[config.mk]
export PLATFORM = sky130hd
export DESIGN_NAME = uart_txq_feeder
export DESIGN_NICKNAME = d
export VERILOG_FILES = /design/src/rtl/uart_txq_feeder.sv
export SDC_FILE = /design/constraint.sdc
export NUM_CORES = 1
export LEC_CHECK = 0
export CORE_MARGIN = 3
export CORE_UTILIZATION = 45
export CTS_CLUSTER_SIZE = 16
export DETAILED_ROUTE_END_ITERATION = 6
export PLACE_DENSITY = 0.62
export SYNTH_ARGS = -nofsm -noshare
export SYNTH_HDL_FRONTEND = slang
export SYNTH_SLANG_ARGS = --single-unit
[constraint.sdc]
create_clock -name clk -period 3.4 [get_ports clk]
set_input_delay 0.68 -clock clk [delete_from_list [all_inputs] [get_ports clk]]
set_output_delay 0.68 -clock clk [all_outputs]
set_load 0.1 [all_outputs]
[src/rtl/uart_txq_feeder.sv]
// uart_txq_feeder: circular byte FIFO that hands bytes one at a time to a UART transmitter.
// Define UART_TXQ_OVF_EN to add the sticky overflow flag and its ovf_clr/overflow ports.
module uart_txq_feeder #(
   parameter int DEPTH_LOG2 = 4
) (
   input  logic                  clk,
   input  logic                  rst_n,
   input  logic                  wr_en,
   input  logic [7:0]            wr_data,
   output logic                  full,
   output logic                  empty,
   output logic [DEPTH_LOG2:0]   level,
   output logic                  send_en,
   output logic [7:0]            data_byte,
   input  logic                  uart_state,
   input  logic                  tx_done
`ifdef UART_TXQ_OVF_EN
   ,
   input  logic                  ovf_clr,
   output logic                  overflow
`endif
);

   localparam int DEPTH = 1 << DEPTH_LOG2;
   localparam logic [DEPTH_LOG2:0] LEVEL_FULL = (DEPTH_LOG2 + 1)'(DEPTH);

   typedef enum logic [1:0] {
      IDLE,
      LAUNCH,
      WAIT_DONE
   } feederState_e;

   feederState_e          r_state;
   feederState_e          w_nextState;

   logic [7:0]            r_mem [DEPTH];
   logic [DEPTH_LOG2-1:0] r_wrPtr;
   logic [DEPTH_LOG2-1:0] r_rdPtr;
   logic [DEPTH_LOG2:0]   r_level;
   logic [DEPTH_LOG2:0]   w_levelNext;
   logic                  r_full;
   logic                  r_empty;
   logic                  r_sendEn;
   logic [7:0]            r_dataByte;
   logic                  w_push;
   logic                  w_pop;

   // full is registered, so a write arriving while full is refused even if a pop frees a slot on that edge
   assign w_push = wr_en && !r_full;

   always_comb begin
      w_levelNext = r_level;
      case ({w_push, w_pop})
         2'b10:   w_levelNext = r_level + 1'b1;
         2'b01:   w_levelNext = r_level - 1'b1;
         default: w_levelNext = r_level;
      endcase
   end

   always_ff @(posedge clk or negedge rst_n) begin
      if (!rst_n) begin
         r_wrPtr <= '0;
         r_rdPtr <= '0;
         r_level <= '0;
         r_full  <= 1'b0;
         r_empty <= 1'b1;
      end else begin
         if (w_push) begin
            r_wrPtr <= r_wrPtr + 1'b1;
         end
         if (w_pop) begin
            r_rdPtr <= r_rdPtr + 1'b1;
         end
         r_level <= w_levelNext;
         r_full  <= (w_levelNext == LEVEL_FULL);
         r_empty <= (w_levelNext == '0);
      end
   end

   always_ff @(posedge clk) begin
      if (w_push) begin
         r_mem[r_wrPtr] <= wr_data;
      end
   end

   always_ff @(posedge clk or negedge rst_n) begin
      if (!rst_n) begin
         r_state <= IDLE;
      end else begin
         r_state <= w_nextState;
      end
   end

   always_comb begin
      w_nextState = r_state;
      case (r_state)
         IDLE: begin
            if (!r_empty && !uart_state) begin
               w_nextState = LAUNCH;
            end
         end
         LAUNCH: begin
            w_nextState = WAIT_DONE;
         end
         WAIT_DONE: begin
            if (tx_done) begin
               w_nextState = IDLE;
            end
         end
         default: begin
            w_nextState = IDLE;
         end
      endcase
   end

   // Pop uses the pre-edge empty flag, so a byte written into an empty FIFO waits one edge
   always_comb begin
      w_pop = 1'b0;
      if ((r_state == IDLE) && !r_empty && !uart_state) begin
         w_pop = 1'b1;
      end
   end

   always_ff @(posedge clk or negedge rst_n) begin
      if (!rst_n) begin
         r_sendEn   <= 1'b0;
         r_dataByte <= 8'h00;
      end else begin
         r_sendEn <= w_pop;
         if (w_pop) begin
            r_dataByte <= r_mem[r_rdPtr];
         end
      end
   end

`ifdef UART_TXQ_OVF_EN
   logic r_overflow;

   // A drop on the same edge as ovf_clr keeps the flag set
   always_ff @(posedge clk or negedge rst_n) begin
      if (!rst_n) begin
         r_overflow <= 1'b0;
      end else if (wr_en && r_full) begin
         r_overflow <= 1'b1;
      end else if (ovf_clr) begin
         r_overflow <= 1'b0;
      end
   end

   assign overflow = r_overflow;
`endif

   assign full      = r_full;
   assign empty     = r_empty;
   assign level     = r_level;
   assign send_en   = r_sendEn;
   assign data_byte = r_dataByte;

endmodule

==> impl_metrics.env <==
export IMPL_tightest_slew_ns=0.962
export IMPL_crit_fanout=10
export IMPL_skew_ns=0.00652
export IMPL_comb_power_share_pct=33.7
export IMPL_die_w_um=123
export IMPL_fp_row_count=42
export IMPL_finish_utilization_pct=54.5
export IMPL_p_leak_nw=2.55
export IMPL_antenna_left=0
export IMPL_status="complete, no violations"
export IMPL_seq_power_share_pct=40.8
export IMPL_required_ns=3.75
export IMPL_syn_to_final_growth_pct=17.8
export IMPL_worst_setup_path_end_kind="flop"
export IMPL_setup_viol=0
export IMPL_clkPwrFrac_pct=25.5
export IMPL_hp_start="data_byte[0]"
export IMPL_postCtsSetupRepairBufs=0
export IMPL_r2r_cells=12
export IMPL_drt_iter0_markers=257
export IMPL_insertion_delay_ns=0.42
export IMPL_synth_area_sq_um=6170
export IMPL_yosysUniqueCellTypes=40
export IMPL_num_vias=3131
export IMPL_cts_path_max_buffers=2
export IMPL_io_pins=29
export IMPL_ir_drop_mv=0.348
export IMPL_grt_pass1_wl_mm=18.3
export IMPL_fin_nets=409
export IMPL_synth_seq_cells=154
export IMPL_cts_htree_levels=4
export IMPL_whs_endpoint="data_byte[0]"
export IMPL_avgSynthCellArea_sq_um=18.4
export IMPL_ctsHoldBuffers=0
export IMPL_die_area_sq_um=15200
export IMPL_power_switching_w=0.00238
export IMPL_ys_warn_count=0
export IMPL_initial_utilization_pct=46.3
export IMPL_start_kind="input port"
export IMPL_diodes=0
export IMPL_die_h_um=123
export IMPL_r2r_setup_slack_ns=0.82
export IMPL_rsz0062_at_grt="no"
export IMPL_clock_fmax_mhz=364
export IMPL_numCtsBuffers=17
export IMPL_period_minus_slack_ns=2.75
export IMPL_drv_slew=0
export IMPL_wl_mm=11.8
export IMPL_drtPass1Iterations=4
export IMPL_wire_per_inst_um=20.5
export IMPL_grt_max_degree=27
export IMPL_hold_viol=0
export IMPL_crit_type="input port to flop"
export IMPL_synth_seq_area_share_pct=72.8
export IMPL_switching_share_pct=36.1
export IMPL_min_path_type="flop to flop"
export IMPL_ctsRootBufferMaster="clkbuf_16"
export IMPL_arrival_ns=3.10
export IMPL_grt_pass1_vias=3170
export IMPL_cap_violations=0
export IMPL_antenna_found_initial=0
export IMPL_post_dp_hpwl_mm=7.80
export IMPL_viasPerCell=5.42
export IMPL_cts_clk_slew_worst_paths_ns=0.06
export IMPL_port_buffers=28
export IMPL_p_int_w=0.00422
export IMPL_async_flop_share_pct=16.9
export IMPL_syn_nets=356
export IMPL_ys_flop_type="edfxtp_1"
export IMPL_setup_tns_ns=0
export IMPL_cts_tree="done"
export IMPL_rr_startpoint="r_state[0]"
export IMPL_power_density_nw_per_um2=908
export IMPL_synth_edf_count=128
export IMPL_post_route_drc_count=0
export IMPL_grt_use_total_pct=17.1
export IMPL_core_sq_um=13300
export IMPL_ctsResizeCount=0
export IMPL_cts_sinks=154
export IMPL_gp_congestion=0.781
export IMPL_hold_depth=2
export IMPL_syn_inst=336
export IMPL_drive_gt1_share_pct=27.1
export IMPL_slew_headroom_pct=35.7
export IMPL_reg2reg_to="empty"
export IMPL_timing_final_crit_share_pct=80.8
export IMPL_grt_overflow_total=0
-- per-stage QoR --
stage / total power (W) / area, sq um / worst slack (ns) / hold WS (ns) / instances
after floorplan: 0.00436 / 6170 / 0.666 / 0.384 / 336
after global placement: 0.00494 / 6740 / 0.316 / 0.480 / 546
after detailed placement: 0.00499 / 6740 / 0.240 / 0.489 / 546
after CTS: 0.00668 / 7270 / 0.671 / 0.503 / 578
after global routing: 0.00694 / 7270 / 0.489 / 0.519 / 578
final: 0.00660 / 7270 / 0.654 / 0.499 / 578
-- state kept, by name, indices dropped and copies added, names as in the netlist --
name,cells
data_byte,8
send_en,1
empty,1
r_wrPtr,4
full,1
r_mem,128
level,5
r_rdPtr,4
r_state,2
-- kinds of logic (layout without fill, tap and decap cells) --
| logic type | Yosys count | after routing | share of synthesized area, % |
|---|---|---|---|
| muxes | 50 | 50 | 14.6 |
| and+or+nand+nor | 62 | 62 | 5.07 |
| xor gates and xnor gates | 11 | 11 | 1.68 |
| buffers and inverters | 25 | 91 | 1.72 |
| DFF | 154 | 154 | 72.8 |
| AOI/OAI and AO/OA | 27 | 27 | 2.70 |
| adders and majority gates | 7 | 7 | 1.42 |
-- how the worst max path moves through the flow --
stage,depth (start not counted),startpoint,slack (ns),endpoint
final,13,uart_state,0.65,empty
after global routing,13,uart_state,0.49,empty
after CTS,13,uart_state,0.67,empty
after detailed placement,13,uart_state,0.24,empty
after global placement,13,uart_state,0.32,empty
after floorplan,13,uart_state,0.67,empty
-- power groups by stage --
stage               Clock (W)  Sequential [W]  Combinational, W
floorplan                   0         0.00309           0.00127
global placement            0         0.00272           0.00222
detailed placement          0         0.00273           0.00225
CTS                   0.00173         0.00270           0.00226
global route          0.00181         0.00275           0.00239
finish                0.00169         0.00269           0.00222
-- final cells by class --
cell class	count	area, sq um
clock inverter	6	40.0
timing repair buffer	52	423
tap	176	220
multi-input combinational	157	1570
sequential	154	4500
clock buffer	26	490
inverter	7	27.5
fill	1069	6080
-- cell usage after synthesis, types with 2 or more instances --
library cell,count,area (sq um)
nor3b_1,3,22.5
buf_1,2,7.51
a21oi_1,11,55.1
clkbuf_1,12,45.0
dfrtp_1,25,626
buf_2,3,15.0
nand2_1,13,48.8
o21ai_0,10,50.1
nand2b_1,6,37.5
nor2_1,22,82.6
xnor2_1,8,70.1
mux4_2,32,721
nand4_1,3,18.8
nor2b_1,2,12.5
inv_1,5,18.8
mux2i_1,17,170
xor2_1,2,17.5
nor3_1,5,25.0
edfxtp_1,128,3840
ha_1,7,87.6
-- layout by cell type (no fill, tap or decap), types with 2 or more instances in the layout --
cell	netlist	layout
buf_4	0	39
clkbuf_1	12	7
nor3_1	5	5
clkinv_4	0	2
edfxtp_1	128	128
mux2i_1	17	17
dfrtp_1	25	24
o21ai_0	10	10
nand2_1	13	13
a21oi_1	11	11
clkinv_2	1	3
xnor2_1	8	8
nand4_1	3	3
nor2b_1	2	2
xor2_1	2	2
inv_1	5	5
clkbuf_16	0	18
ha_1	7	7
nand2b_1	6	6
nor3b_1	3	3
inv_4	0	2
mux4_2	32	32
nor2_1	22	22
clkdlybuf4s50_1	0	13
-- metal layers --
layer / global-route usage (%) / share of wire [%] / vias up
met5: 0 / 0 / -
met4: 7.47 / 2.2 / 0
met3: 5.22 / 5.4 / 20
met2: 27.2 / 50 / 68
met1: 21.9 / 43 / 1630
li1: - / - / 1413
-- critical path, stage by stage --
cell,delay [ns]
clkdlybuf4s50_1,0.41
or4_4,0.43
clkinv_2,0.15
nand2_2,0.10
xnor2_1,0.16
ha_1,0.23
nor3_1,0.09
o31ai_4,0.19
a21oi_2,0.08
or3_1,0.36
nand4_2,0.09
inv_2,0.05
nor2_2,0.09
(Power assumes the default switching activity.)
